### config.mk
export PLATFORM = sky130hd
export DESIGN_NAME = i2s_master_rx_flat
export DESIGN_NICKNAME = d
export VERILOG_FILES = /design/src/rtl/i2s_master_rx_if.sv /design/src/rtl/i2s_master_rx.sv /design/src/flat_wrapper.sv
export SDC_FILE = /design/constraint.sdc
export NUM_CORES = 1
export LEC_CHECK = 0
export ABC_AREA = 0
export CAP_MARGIN = 15
export CORE_UTILIZATION = 40
export CTS_CLUSTER_SIZE = 16
export DETAILED_ROUTE_END_ITERATION = 8
export SKIP_LAST_GASP = 1
export SLEW_MARGIN = 10
export SYNTH_ARGS = -nofsm -noshare
export SYNTH_HDL_FRONTEND = slang
export SYNTH_SLANG_ARGS = --single-unit
### constraint.sdc
create_clock -name clk_i -period 4.8 [get_ports clk_i]
set_input_delay 0.96 -clock clk_i [delete_from_list [all_inputs] [get_ports clk_i]]
set_output_delay 0.96 -clock clk_i [all_outputs]
set_load 0.03 [all_outputs]
### src/rtl/i2s_master_rx_if.sv
// I2S receiver bus: microphone pins, capture request and the sample
// stream delivered to the defect-analysis buffer.
interface i2s_master_rx_if #(
    parameter int DATA_BITS = 8,
    parameter int IDX_W     = 12
);
    logic                 start_i;
    logic                 sd_i;
    logic                 sck_o;
    logic                 ws_o;
    logic                 LR_o;
    logic [DATA_BITS-1:0] sample_o;
    logic                 sample_valid_o;
    logic [IDX_W-1:0]     sample_idx_o;
    logic                 busy_o;
    logic                 done_o;

    modport master (
        input  start_i, sd_i,
        output sck_o, ws_o, LR_o, sample_o, sample_valid_o, sample_idx_o, busy_o, done_o
    );

    modport slave (
        output start_i, sd_i,
        input  sck_o, ws_o, LR_o, sample_o, sample_valid_o, sample_idx_o, busy_o, done_o
    );
endinterface

### src/rtl/i2s_master_rx.sv
// I2S master receiver: free-running sck/ws generation and burst capture
// of the left-channel sample from an I2S microphone.
//
// state | meaning
// IDLE  | no capture in progress, waiting for start
// ARM   | waiting for the ws fall that opens the next left slot
// SHIFT | shifting data bits in on each sck falling edge
// EMIT  | presenting the assembled sample with its index
// DONE  | one-cycle end-of-burst strobe, index rewinds to 0
module i2s_master_rx #(
    parameter int CLK_DIV     = 8,
    parameter int SLOT_BITS   = 32,
    parameter int DATA_BITS   = 8,
    parameter int NUM_SAMPLES = 4096,
    parameter int IDX_W       = 12
) (
    input logic            clk_i,
    input logic            rst_n_i,
    i2s_master_rx_if.master bus
);
    localparam int DIV_W  = (CLK_DIV > 1) ? $clog2(CLK_DIV) : 1;
    localparam int SLOT_W = $clog2(2 * SLOT_BITS);
    localparam int BIT_W  = $clog2(DATA_BITS + 1);

    localparam logic [DIV_W-1:0]  DIV_LAST   = DIV_W'(CLK_DIV - 1);
    localparam logic [SLOT_W-1:0] SLOT_LAST  = SLOT_W'(2 * SLOT_BITS - 1);
    localparam logic [SLOT_W-1:0] SLOT_RIGHT = SLOT_W'(SLOT_BITS);
    localparam logic [BIT_W-1:0]  BIT_LAST   = BIT_W'(DATA_BITS - 1);
    localparam logic [IDX_W-1:0]  IDX_LAST   = IDX_W'(NUM_SAMPLES - 1);

    typedef enum logic [2:0] {IDLE, ARM, SHIFT, EMIT, DONE} state_t;

    state_t               state;
    logic [DIV_W-1:0]     div_cnt;
    logic [SLOT_W-1:0]    slot_cnt;
    logic [BIT_W-1:0]     bit_cnt;
    logic [IDX_W-1:0]     idx;
    logic [DATA_BITS-1:0] shreg;
    logic                 sck;
    logic                 ws;
    logic [DATA_BITS-1:0] sample;
    logic                 sample_valid;
    logic [IDX_W-1:0]     sample_idx;
    logic                 busy;
    logic                 done;
    logic                 sck_fall;
    logic                 ws_fall;

    // The edge that lowers sck is both the ws update edge and the data sampling edge.
    assign sck_fall = (div_cnt == DIV_LAST) && sck;
    // slot_cnt = 0 on a falling edge is exactly where ws drops into the left slot.
    assign ws_fall  = sck_fall && (slot_cnt == '0);

    // Free-running bit clock and word select, independent of any capture.
    always_ff @(posedge clk_i or negedge rst_n_i) begin
        if (!rst_n_i) begin
            div_cnt  <= '0;
            sck      <= 1'b0;
            slot_cnt <= '0;
            ws       <= 1'b1;
        end else begin
            if (div_cnt == DIV_LAST) begin
                div_cnt <= '0;
                sck     <= ~sck;
            end else begin
                div_cnt <= div_cnt + 1'b1;
            end
            if (sck_fall) begin
                if (slot_cnt == '0) begin
                    ws <= 1'b0;
                end else if (slot_cnt == SLOT_RIGHT) begin
                    ws <= 1'b1;
                end
                slot_cnt <= (slot_cnt == SLOT_LAST) ? '0 : slot_cnt + 1'b1;
            end
        end
    end

    // Capture sequencer: arm on start, shift one left slot per frame, emit, repeat.
    always_ff @(posedge clk_i or negedge rst_n_i) begin
        if (!rst_n_i) begin
            state        <= IDLE;
            bit_cnt      <= '0;
            idx          <= '0;
            shreg        <= '0;
            sample       <= '0;
            sample_valid <= 1'b0;
            sample_idx   <= '0;
            busy         <= 1'b0;
            done         <= 1'b0;
        end else begin
            sample_valid <= 1'b0;
            done         <= 1'b0;
            case (state)
                IDLE: begin
                    if (bus.start_i) begin
                        state <= ARM;
                        busy  <= 1'b1;
                    end
                end
                ARM: begin
                    // The ws-fall edge itself carries no data bit.
                    if (ws_fall) begin
                        state   <= SHIFT;
                        bit_cnt <= '0;
                    end
                end
                SHIFT: begin
                    if (sck_fall) begin
                        shreg   <= {shreg[DATA_BITS-2:0], bus.sd_i};
                        bit_cnt <= bit_cnt + 1'b1;
                        // Leave on the LSB edge so the strobe lands one clock later.
                        if (bit_cnt == BIT_LAST) begin
                            state <= EMIT;
                        end
                    end
                end
                EMIT: begin
                    sample       <= shreg;
                    sample_valid <= 1'b1;
                    sample_idx   <= idx;
                    if (idx == IDX_LAST) begin
                        state <= DONE;
                    end else begin
                        idx   <= idx + 1'b1;
                        state <= ARM;
                    end
                end
                DONE: begin
                    done  <= 1'b1;
                    busy  <= 1'b0;
                    idx   <= '0;
                    state <= IDLE;
                end
                default: state <= IDLE;
            endcase
        end
    end

    assign bus.sck_o          = sck;
    assign bus.ws_o           = ws;
    assign bus.LR_o           = 1'b0;
    assign bus.sample_o       = sample;
    assign bus.sample_valid_o = sample_valid;
    assign bus.sample_idx_o   = sample_idx;
    assign bus.busy_o         = busy;
    assign bus.done_o         = done;
endmodule

### src/flat_wrapper.sv
// flat-port wrapper written by rule: the top's interface ports become plain ports
module i2s_master_rx_flat 
#(
    parameter int CLK_DIV     = 8,
    parameter int SLOT_BITS   = 32,
    parameter int DATA_BITS   = 8,
    parameter int NUM_SAMPLES = 4096,
    parameter int IDX_W       = 12
)
  (clk_i, rst_n_i, bus_start_i, bus_sd_i, bus_sck_o, bus_ws_o, bus_LR_o, bus_sample_o, bus_sample_valid_o, bus_sample_idx_o, bus_busy_o, bus_done_o);
  i2s_master_rx_if #(.DATA_BITS(DATA_BITS), .IDX_W(IDX_W)) bus_i ();
  input logic clk_i;
  input logic rst_n_i;
  input wire logic [$bits(bus_i.start_i)-1:0] bus_start_i;
  input wire logic [$bits(bus_i.sd_i)-1:0] bus_sd_i;
  output wire logic [$bits(bus_i.sck_o)-1:0] bus_sck_o;
  output wire logic [$bits(bus_i.ws_o)-1:0] bus_ws_o;
  output wire logic [$bits(bus_i.LR_o)-1:0] bus_LR_o;
  output wire logic [$bits(bus_i.sample_o)-1:0] bus_sample_o;
  output wire logic [$bits(bus_i.sample_valid_o)-1:0] bus_sample_valid_o;
  output wire logic [$bits(bus_i.sample_idx_o)-1:0] bus_sample_idx_o;
  output wire logic [$bits(bus_i.busy_o)-1:0] bus_busy_o;
  output wire logic [$bits(bus_i.done_o)-1:0] bus_done_o;
  assign bus_i.start_i = bus_start_i;
  assign bus_i.sd_i = bus_sd_i;
  assign bus_sck_o = bus_i.sck_o;
  assign bus_ws_o = bus_i.ws_o;
  assign bus_LR_o = bus_i.LR_o;
  assign bus_sample_o = bus_i.sample_o;
  assign bus_sample_valid_o = bus_i.sample_valid_o;
  assign bus_sample_idx_o = bus_i.sample_idx_o;
  assign bus_busy_o = bus_i.busy_o;
  assign bus_done_o = bus_i.done_o;
  i2s_master_rx #(.CLK_DIV(CLK_DIV), .SLOT_BITS(SLOT_BITS), .DATA_BITS(DATA_BITS), .NUM_SAMPLES(NUM_SAMPLES), .IDX_W(IDX_W)) u_core (.clk_i(clk_i), .rst_n_i(rst_n_i), .bus(bus_i));
endmodule
======== Word-level counts from Yosys, hierarchy flattened ========
Index checks and enable logic that the tools add are counted.
storage, ports and cells
  logic and storage cells ................. 65
  output and inout port bits .............. 26
  register bits ........................... 61
operators by class
  reductions and logical operators ........ 14
  mux-type cells .......................... 19
  eq/ne operators ......................... 14
  add/sub/neg operators ................... 4
  bitwise gates (word level) .............. 1
operators with widths
  kind                     count
  $pmux W12 S2             1
  $mux W3                  6
  $add A12 B1 Y12 const B  1
  $eq A12 B12 Y1 const B   1
  $eq A6 B6 Y1 const B     2
  $mux W12                 1
  $pmux W3 S4              1
  $mux W4                  2
  $pmux W4 S2              1
  $reduce_and A2 Y1        4
  $reduce_bool A2 Y1       4
  $add A6 B1 Y6 const B    1
  $eq A3 B2 Y1 const B     2
  $eq A3 B3 Y1 const B     2
  $logic_not A6 Y1         1
  $mux W6                  1
  $ne A2 B1 Y1 const B     3
  $mux W1                  5
  $add A4 B1 Y4 const B    1
  $eq A4 B3 Y1 const B     1
  $ne A2 B2 Y1 const B     2
  $reduce_and A4 Y1        1
  $add A3 B1 Y3 const B    1
  $eq A3 B1 Y1 const B     1
  other kinds (5)          6

======== Logic depth before layout (Yosys ltp) ========
Gate-level depths: netlist (run 1).
  depth after elaboration ................. 5
  depth in mapped cells ................... 7

======== Worst setup path after synthesis (run 1) ========
OpenSTA, ideal clock, no wires.
  path type ............................... flip-flop to flip-flop
  start ................................... register u_core.div_cnt[0]
  end ..................................... register u_core.bit_cnt[2]
  setup slack ............................. 3145 ps
  stages on the path, launching flop included .. 7
  clock period less this slack ............ 1655 ps
  data arrival time ....................... 1529 ps
  setup time .............................. 126 ps
  cells stage by stage .................... dfrtp_1 ha_1 ha_1 and3_1 a2bb2oi_2 o21bai_1 a221o_1
between the ends
  cells in the longest elaborated chain, start to end .. 5
ends and longest elaborated chain
  item                                    RTL line              text
  start: declaration                      i2s_master_rx.sv:34   logic [DIV_W-1:0] div_cnt;
  start signal: assignment                i2s_master_rx.sv:66   div_cnt <= div_cnt + 1'b1;
  $eq A3 B3 Y1 (*)                        i2s_master_rx.sv:50   assign sck_fall = (div_cnt == DIV_LAST) && sck;
  $logic_and A1 B1 Y1 (*)                 i2s_master_rx.sv:50
  $logic_and A1 B1 Y1                     i2s_master_rx.sv:52   assign ws_fall = sck_fall && (slot_cnt == '0);
  $ne A2 B1 Y1 (no source line)           --
  $reduce_and A3 Y1 (no source line) (*)  --
  end signal: assignment                  i2s_master_rx.sv:111  bit_cnt <= bit_cnt + 1'b1;
  end: declaration                        i2s_master_rx.sv:36   logic [BIT_W-1:0] bit_cnt;
Mark *: on every way between the ends. The rest lies on a longest branch, timed or not.
A chain may end at the register's enable or synchronous reset.

======== Worst setup path in the final report (run 1) ========
  start ................................... register u_core.ws (netlist: u_core.bus.ws_o)
  end ..................................... output port bus_ws_o
RTL lines
  item                      RTL line             text
  start: declaration        i2s_master_rx.sv:40  logic ws;
  start signal: assignment  i2s_master_rx.sv:60  ws <= 1'b1;
  start signal: assignment  i2s_master_rx.sv:70  ws <= 1'b0;
  start signal: assignment  i2s_master_rx.sv:72  ws <= 1'b1;
  end: declaration          flat_wrapper.sv:17   output wire logic [$bits(bus_i.ws_o)-1:0] bus_ws_o;
No word-level cell between the ends.

==> run_results.csv, run 1 <==
group,metric,value,unit
logic_synthesis,synthXorXnorAreaFrac,0.01579,
critical_path,crit_fanout,2,
grt,antenna_found_initial,0,
sta,relSlewSlack,0.4962,
sta,hold_ws,0.4253,ns
placement,gp_congestion,0.7405,
floorplanning,fp.dieH,85.26,um
route,via_per_inst,5.287,
cells_and_area,insertedDiodeCount,0,
placement,hpwl,3345,um
grt,grt_pass1_vias,1891,
sta,worstMarginPinSlew,0.7558,ns
floorplanning,coreArea,6531,um^2
power_and_ir_drop,ir_drop,207.5,uV
logic_synthesis,postSynthCellCount,260,
power_and_ir_drop,power_per_cell_area,315.7,nW/um^2
logic_synthesis,yosys.cell_types.count,58,
logic_synthesis,syn-num-nets,270,
grt,grt-ovfl-total,0,
sta,rsz0062_at_grt,"no",
cells_and_area,drive_above_1_share,0.1250,
outcome,status,"finished clean",
critical_path,cp.arrival,1.51,ns
logic_synthesis,ys.flop_type,"dfrtp_1",
sta,finalCritPeriodShare,0.5143,
logic_synthesis,avgSynthCellArea,10.66,um^2
sta,fin_skew,0.009657,ns
clock_tree,cts_root_buffer,"clkbuf_8",
power_and_ir_drop,p_total,1.050,mW
clock_tree,h-tree-depth,3,
logic_synthesis,seq_area_frac_synth,0.5510,
logic_synthesis,synth_warnings,0,
floorplanning,io_pins,30,
logic_synthesis,synth-seq-cells,61,
clock_tree,cts_tree,"built",
logic_synthesis,synthMuxAreaShare,0.04016,
critical_path,crit_chain,"clkdlybuf4s50_1",
power_and_ir_drop,leakagePower,1.569,nW
clock_tree,cts_setup_buffers,0,
clock_tree,clk_pin_slew,0.06,ns
clock_tree,holdBufCountCts,0,
floorplanning,rows,29,
critical_path,required,3.84,ns
sta,tns,0,ns
logic_synthesis,synth_fa_ha_area_frac,0.02708,
logic_synthesis,synth.cell_area,2773,um^2
grt,grt_usage,0.1624,
route,drc,0,
placement,port_buffers,28,
grt,grt_pass1_wl,9052,um
sta,finalCriticalPeriod,2.469,ns
route,first_pass_iters,4,
critical_path,start_kind,"register",
critical_path,crit_family,"buffers and inverters",
floorplanning,die_w,85.26,um
route,drt_iter0_drc,96,
critical_path,path_class,"reg -> out",
logic_synthesis,synth_edf_count,0,
logic_synthesis,async_flop_share,1.000,
critical_path,max_stage_delay,0.66,ns
route,wl,5185,um
logic_synthesis,yosys.area_share.simple,0.2301,
sta,drv_slew,0,
route,ant_nets,0,
sta,max_freq,0.4051,GHz
floorplanning,start_util,0.4245,
logic_synthesis,synth_top_family_by_area,"simple AND/OR/NAND/NOR gates",
clock_tree,clock_latency,0.34,ns
clock_tree,ctsResizeCount,0,
cells_and_area,nets,301,
floorplanning,die_area,7268,um^2
grt,grt_max_degree,62,
hold_path,hp-class,"reg -> reg",
clock_tree,numCtsBuffers,9,
sta,hold_viol,0,
route,vias,1972,
logic_synthesis,synth_compound_area_frac,0.1056,
route,wl_per_cell,13.90,um
critical_path,critPathSlowestCell,"clkdlybuf4s50_1",
flow_run,drv_cap,0,
cells_and_area,area_growth,19.90,%
critical_path,critical_path_buf_inv_count,1,
clock_tree,clockBufferDepth,2,
clock_tree,cts.sinks,61,
sta,setup_viol,0,
critical_path,end_kind,"output port",
## sequential cells by signal (all words and copies together) (netlist names), 3 cells and up
signal	count
u_core.bus.sample_idx_o	12
u_core.idx	12
u_core.bus.sample_o	8
u_core.shreg	8
u_core.slot_cnt	6
u_core.bit_cnt	4
u_core.div_cnt	3
u_core.state	3
## per-layer routing
| layer | up-vias | part of all wire | GRT usage |
|---|---|---|---|
| li1 | 974 | - | - |
| met1 | 953 | 0.49 | 0.2161 |
| met2 | 41 | 0.46 | 0.2449 |
| met3 | 4 | 0.046 | 0.05350 |
| met4 | 0 | 0.0093 | 0.06818 |
| met5 | - | 0 | 0 |
## kinds of logic after synthesis
group                      Yosys count
buffers and inverters               16
other                                1
DFF                                 61
and+or+nand+nor                    122
muxes                               10
xor gates and xnor gates             5
AOI/OAI and AO/OA                   39
adders and majority gates            6
## worst reg2reg max path, delay by kind of cell, from the launching register on
kind / cells / cell delay (ns)
AO/OA/AOI/OAI: 3 / 0.56
buffers and inverters: 1 / 0.65
flip-flops: 1 / 0.46
AND/OR/NAND/NOR: 1 / 0.43
## per-stage QoR
step	setup slack, ns	util	cell area (um^2)	std cells
after floorplan	3.145	-	2773	260
after global placement	2.598	0.4743	3098	357
after detailed placement	2.540	0.4743	3098	357
after CTS	2.307	0.5090	3324	373
after global routing	2.286	0.5090	3324	373
final	2.331	0.5090	3324	373
## cell usage after synthesis, types with 2 or more instances
| cell | number | share of area |
|---|---|---|
| inv_1 | 6 | 0.0081 |
| nand2_1 | 72 | 0.097 |
| nand3_1 | 9 | 0.016 |
| o31ai_1 | 2 | 0.0054 |
| and4_1 | 2 | 0.0063 |
| nand4_1 | 3 | 0.0068 |
| nor4_1 | 2 | 0.0045 |
| xnor2_1 | 4 | 0.013 |
| nor4_4 | 2 | 0.015 |
| ha_1 | 6 | 0.027 |
| nor3_1 | 3 | 0.0054 |
| a31oi_1 | 2 | 0.0045 |
| a211oi_1 | 2 | 0.0054 |
| nor2b_1 | 3 | 0.0068 |
| dfrtp_1 | 60 | 0.54 |
| and3_1 | 4 | 0.0090 |
| buf_6 | 2 | 0.0081 |
| o21ai_0 | 11 | 0.020 |
| nor2_1 | 9 | 0.012 |
| a21oi_1 | 5 | 0.0090 |
| clkbuf_1 | 4 | 0.0054 |
| mux2_2 | 9 | 0.037 |
| o211ai_1 | 3 | 0.0081 |
## report_power, final
| group | total, mW | switching [mW] | internal (mW) | leakage (nW) |
|---|---|---|---|---|
| clock network | 0.519 | 0.198 | 0.321 | 0.110 |
| registers | 0.516 | 0.000878 | 0.515 | 0.817 |
| logic | 0.0144 | 0.0112 | 0.00319 | 0.642 |
| total | 1.05 | 0.210 | 0.840 | 1.57 |
## placed cells by master (no fill, tap or decap), types with 3 or more instances in the layout
master	count
nor2_1	9
a21oi_1	5
clkdlybuf4s50_1	27
nor3_1	3
nand2_1	72
nor2b_1	3
nand3_1	9
xnor2_1	4
nand4_1	3
mux2_2	9
o21ai_0	11
inv_1	6
o211ai_1	3
dfrtp_1	60
ha_1	6
and3_1	4
clkbuf_8	11
## layout make-up
class                      instances  area (um^2)
clock inverter                     3        67.56
tap                               77        96.34
timing repair buffer              29        282.8
clock buffer                      13        158.9
sequential                        61         1528
multi-input combinational        183         1165
fill                             595         3207
inverter                           7        26.28
## final timing paths
check	from	endpoint	slack (ns)	depth (start not counted)
worst max-delay path	u_core.bus.ws_o	bus_ws_o	2.33	1
min in group asynchronous	rst_n_i	u_core.slot_cnt[0]	0.77	2
worst max register to register	u_core.state[2]	u_core.idx[2]	2.57	5
worst min register to register	u_core.div_cnt[0]	u_core.div_cnt[0]	0.43	1
max in group asynchronous	rst_n_i	u_core.div_cnt[1]	3.53	2
worst min-delay path	u_core.div_cnt[0]	u_core.div_cnt[0]	0.43	1
(Power assumes the default switching activity.)
==> inputs of run 2 (changes only) <==
==> constraint.sdc (replaced) <==
create_clock -name clk_i -period 2.3 [get_ports clk_i]
set_input_delay 0.46 -clock clk_i [delete_from_list [all_inputs] [get_ports clk_i]]
set_output_delay 0.46 -clock clk_i [all_outputs]
set_load 0.03 [all_outputs]
==> run 2 against run 1 <==
Effect of this change: critical endpoint unchanged; core utilization is 0.15 points lower; worst setup slack worse by 2.0 ns; sequential power is 110% higher; first-iteration DRC count is 1.0% lower; clock power is 75% higher; non-clock buffer count is 1 higher; largest power group is now registers; final cell count is 0.27% higher; routed wire length is 2.0% higher; largest cell class unchanged; flip-flop and latch count stayed put; combinational power is 130% higher.
==> run_results.csv, run 2 (synthesis results as in run 1) <==
group,metric,value,unit
critical_path,path_class,"reg -> out",
cells_and_area,area_growth,19.54,%
grt,grt_usage,0.1638,
outcome,status,"finished clean",
floorplanning,io_pins,30,
clock_tree,clk_pin_slew,0.07,ns
cells_and_area,layout_commonest_cell,"nand2_1",
critical_path,critical_path_buf_inv_count,1,
clock_tree,numCtsBuffers,9,
floorplanning,fp.dieH,85.26,um
cells_and_area,final_cells,374,
flow_run,drv_cap,0,
route,vias,1987,
critical_path,cp.arrival,1.53,ns
grt,grt_pass1_wl,9197,um
clock_tree,cts_root_buffer,"clkbuf_8",
floorplanning,die_w,85.26,um
route,drc,0,
sta,finalCriticalPeriod,1.987,ns
critical_path,crit_family,"buffers and inverters",
critical_path,required,1.84,ns
route,wl_per_cell,14.15,um
cells_and_area,drive_above_1_share,0.1347,
power_and_ir_drop,power_per_cell_area,609.6,nW/um^2
sta,relSlewSlack,0.6224,
critical_path,regToRegStartpoint,"u_core.div_cnt[0]",
sta,fin_skew,0.004970,ns
sta,hold_viol,0,
critical_path,r2r_slack,0.34,ns
power_and_ir_drop,leakagePower,1.560,nW
critical_path,crit_fanout,2,
clock_tree,h-tree-depth,3,
critical_path,r2r_cells,5,
placement,hpwl,3385,um
placement,dp_cells,358,
route,ant_nets,0,
sta,finalCritPeriodShare,0.8641,
placement,gp_congestion,0.7414,
clock_tree,cts_setup_buffers,0,
sta,rsz0062_at_grt,"no",
grt,grt_pass1_vias,1995,
critical_path,timing.rr.end,"u_core.shreg[6]",
sta,tns,0,ns
power_and_ir_drop,ir_drop,362.7,uV
clock_tree,cts.sinks,61,
critical_path,start_kind,"register",
grt,grt-ovfl-total,0,
clock_tree,cts_tree,"built",
cells_and_area,insertedDiodeCount,0,
route,drt_iter0_drc,95,
sta,max_freq,0.5032,GHz
clock_tree,clock_latency,0.33,ns
clock_tree,holdBufCountCts,0,
clock_tree,clockBufferDepth,2,
grt,antenna_found_initial,0,
cells_and_area,mostFrequentLayoutCells,"72 x nand2_1, 60 x dfrtp_1, 27 x clkdlybuf4s50_1",
route,via_per_inst,5.313,
sta,setup_viol,0,
cells_and_area,nets,302,
route,wl,5291,um
critical_path,max_stage_delay,0.66,ns
placement,port_buffers,28,
clock_tree,ctsResizeCount,0,
critical_path,critPathSlowestCell,"clkdlybuf4s50_1",
cells_and_area,utilization,0.5075,
floorplanning,rows,29,
grt,grt_max_degree,38,
hold_path,hp-class,"in -> async",
floorplanning,die_area,7268,um^2
sta,drv_slew,0,
floorplanning,coreArea,6531,um^2
route,first_pass_iters,4,
floorplanning,start_util,0.4245,
critical_path,crit_chain,"clkdlybuf4s50_1",
sta,worstMarginPinSlew,0.5664,ns
critical_path,end_kind,"output port",
[run 2: cell count changes in the layout (fill, tap and decap cells not counted), sizes merged]
cell	change
buf	+1
clkbuf	-1
clkinv	+1
clkinvlp	+2
bufinv	-2
[run 2: layout make-up]
cell class                 count  area (um^2)
timing repair buffer          30        302.8
multi-input combinational    183         1165
inverter                       7        26.28
fill                         585         3217
clock buffer                  12        165.2
sequential                    61         1528
tap                           77        96.34
clock inverter                 4        31.28
[run 2: worst max path at each step]
stage                         to               from  cells past startpoint  slack [ns]
6_report                bus_ws_o    u_core.bus.ws_o                      1        0.31
5_1_grt          u_core.shreg[6]  u_core.div_cnt[0]                      5        0.16
4_1_cts                 bus_ws_o    u_core.bus.ws_o                      1        0.29
3_5_place_dp     u_core.shreg[0]  u_core.div_cnt[0]                      5        0.35
3_3_place_gp     u_core.shreg[5]  u_core.div_cnt[0]                      5        0.41
2_1_floorplan  u_core.bit_cnt[2]  u_core.div_cnt[0]                      6        0.65
[run 2: power breakdown]
group | total (mW) | leakage (nW) | switching, mW | internal (mW)
Clock | 0.910 | 0.0908 | 0.430 | 0.481
Combinational | 0.0330 | 0.652 | 0.0241 | 0.00899
Sequential | 1.08 | 0.817 | 0.00179 | 1.08
[run 2: per-layer routing]
metal  vias to the layer above  track usage  share of wire
met3                         7      0.03502          0.031
met1                       966       0.2191           0.50
met2                        38       0.2471           0.45
met5                         -            0              0
li1                        976            -              -
met4                         0      0.09545          0.015
[run 2: metrics by stage]
step / instance area (um^2) / setup slack (ns) / power [mW] / hold slack, ns
after floorplan: 2773 / 0.6453 / 1.103 / 0.1644
after detailed placement: 3118 / 0.3503 / 1.133 / 0.4161
final: 3314 / 0.3126 / 2.020 / 0.1147
after CTS: 3314 / 0.2897 / 2.057 / 0.1288
after global routing: 3314 / 0.1644 / 2.107 / 0.1506
after global placement: 3118 / 0.4075 / 1.133 / 0.4141
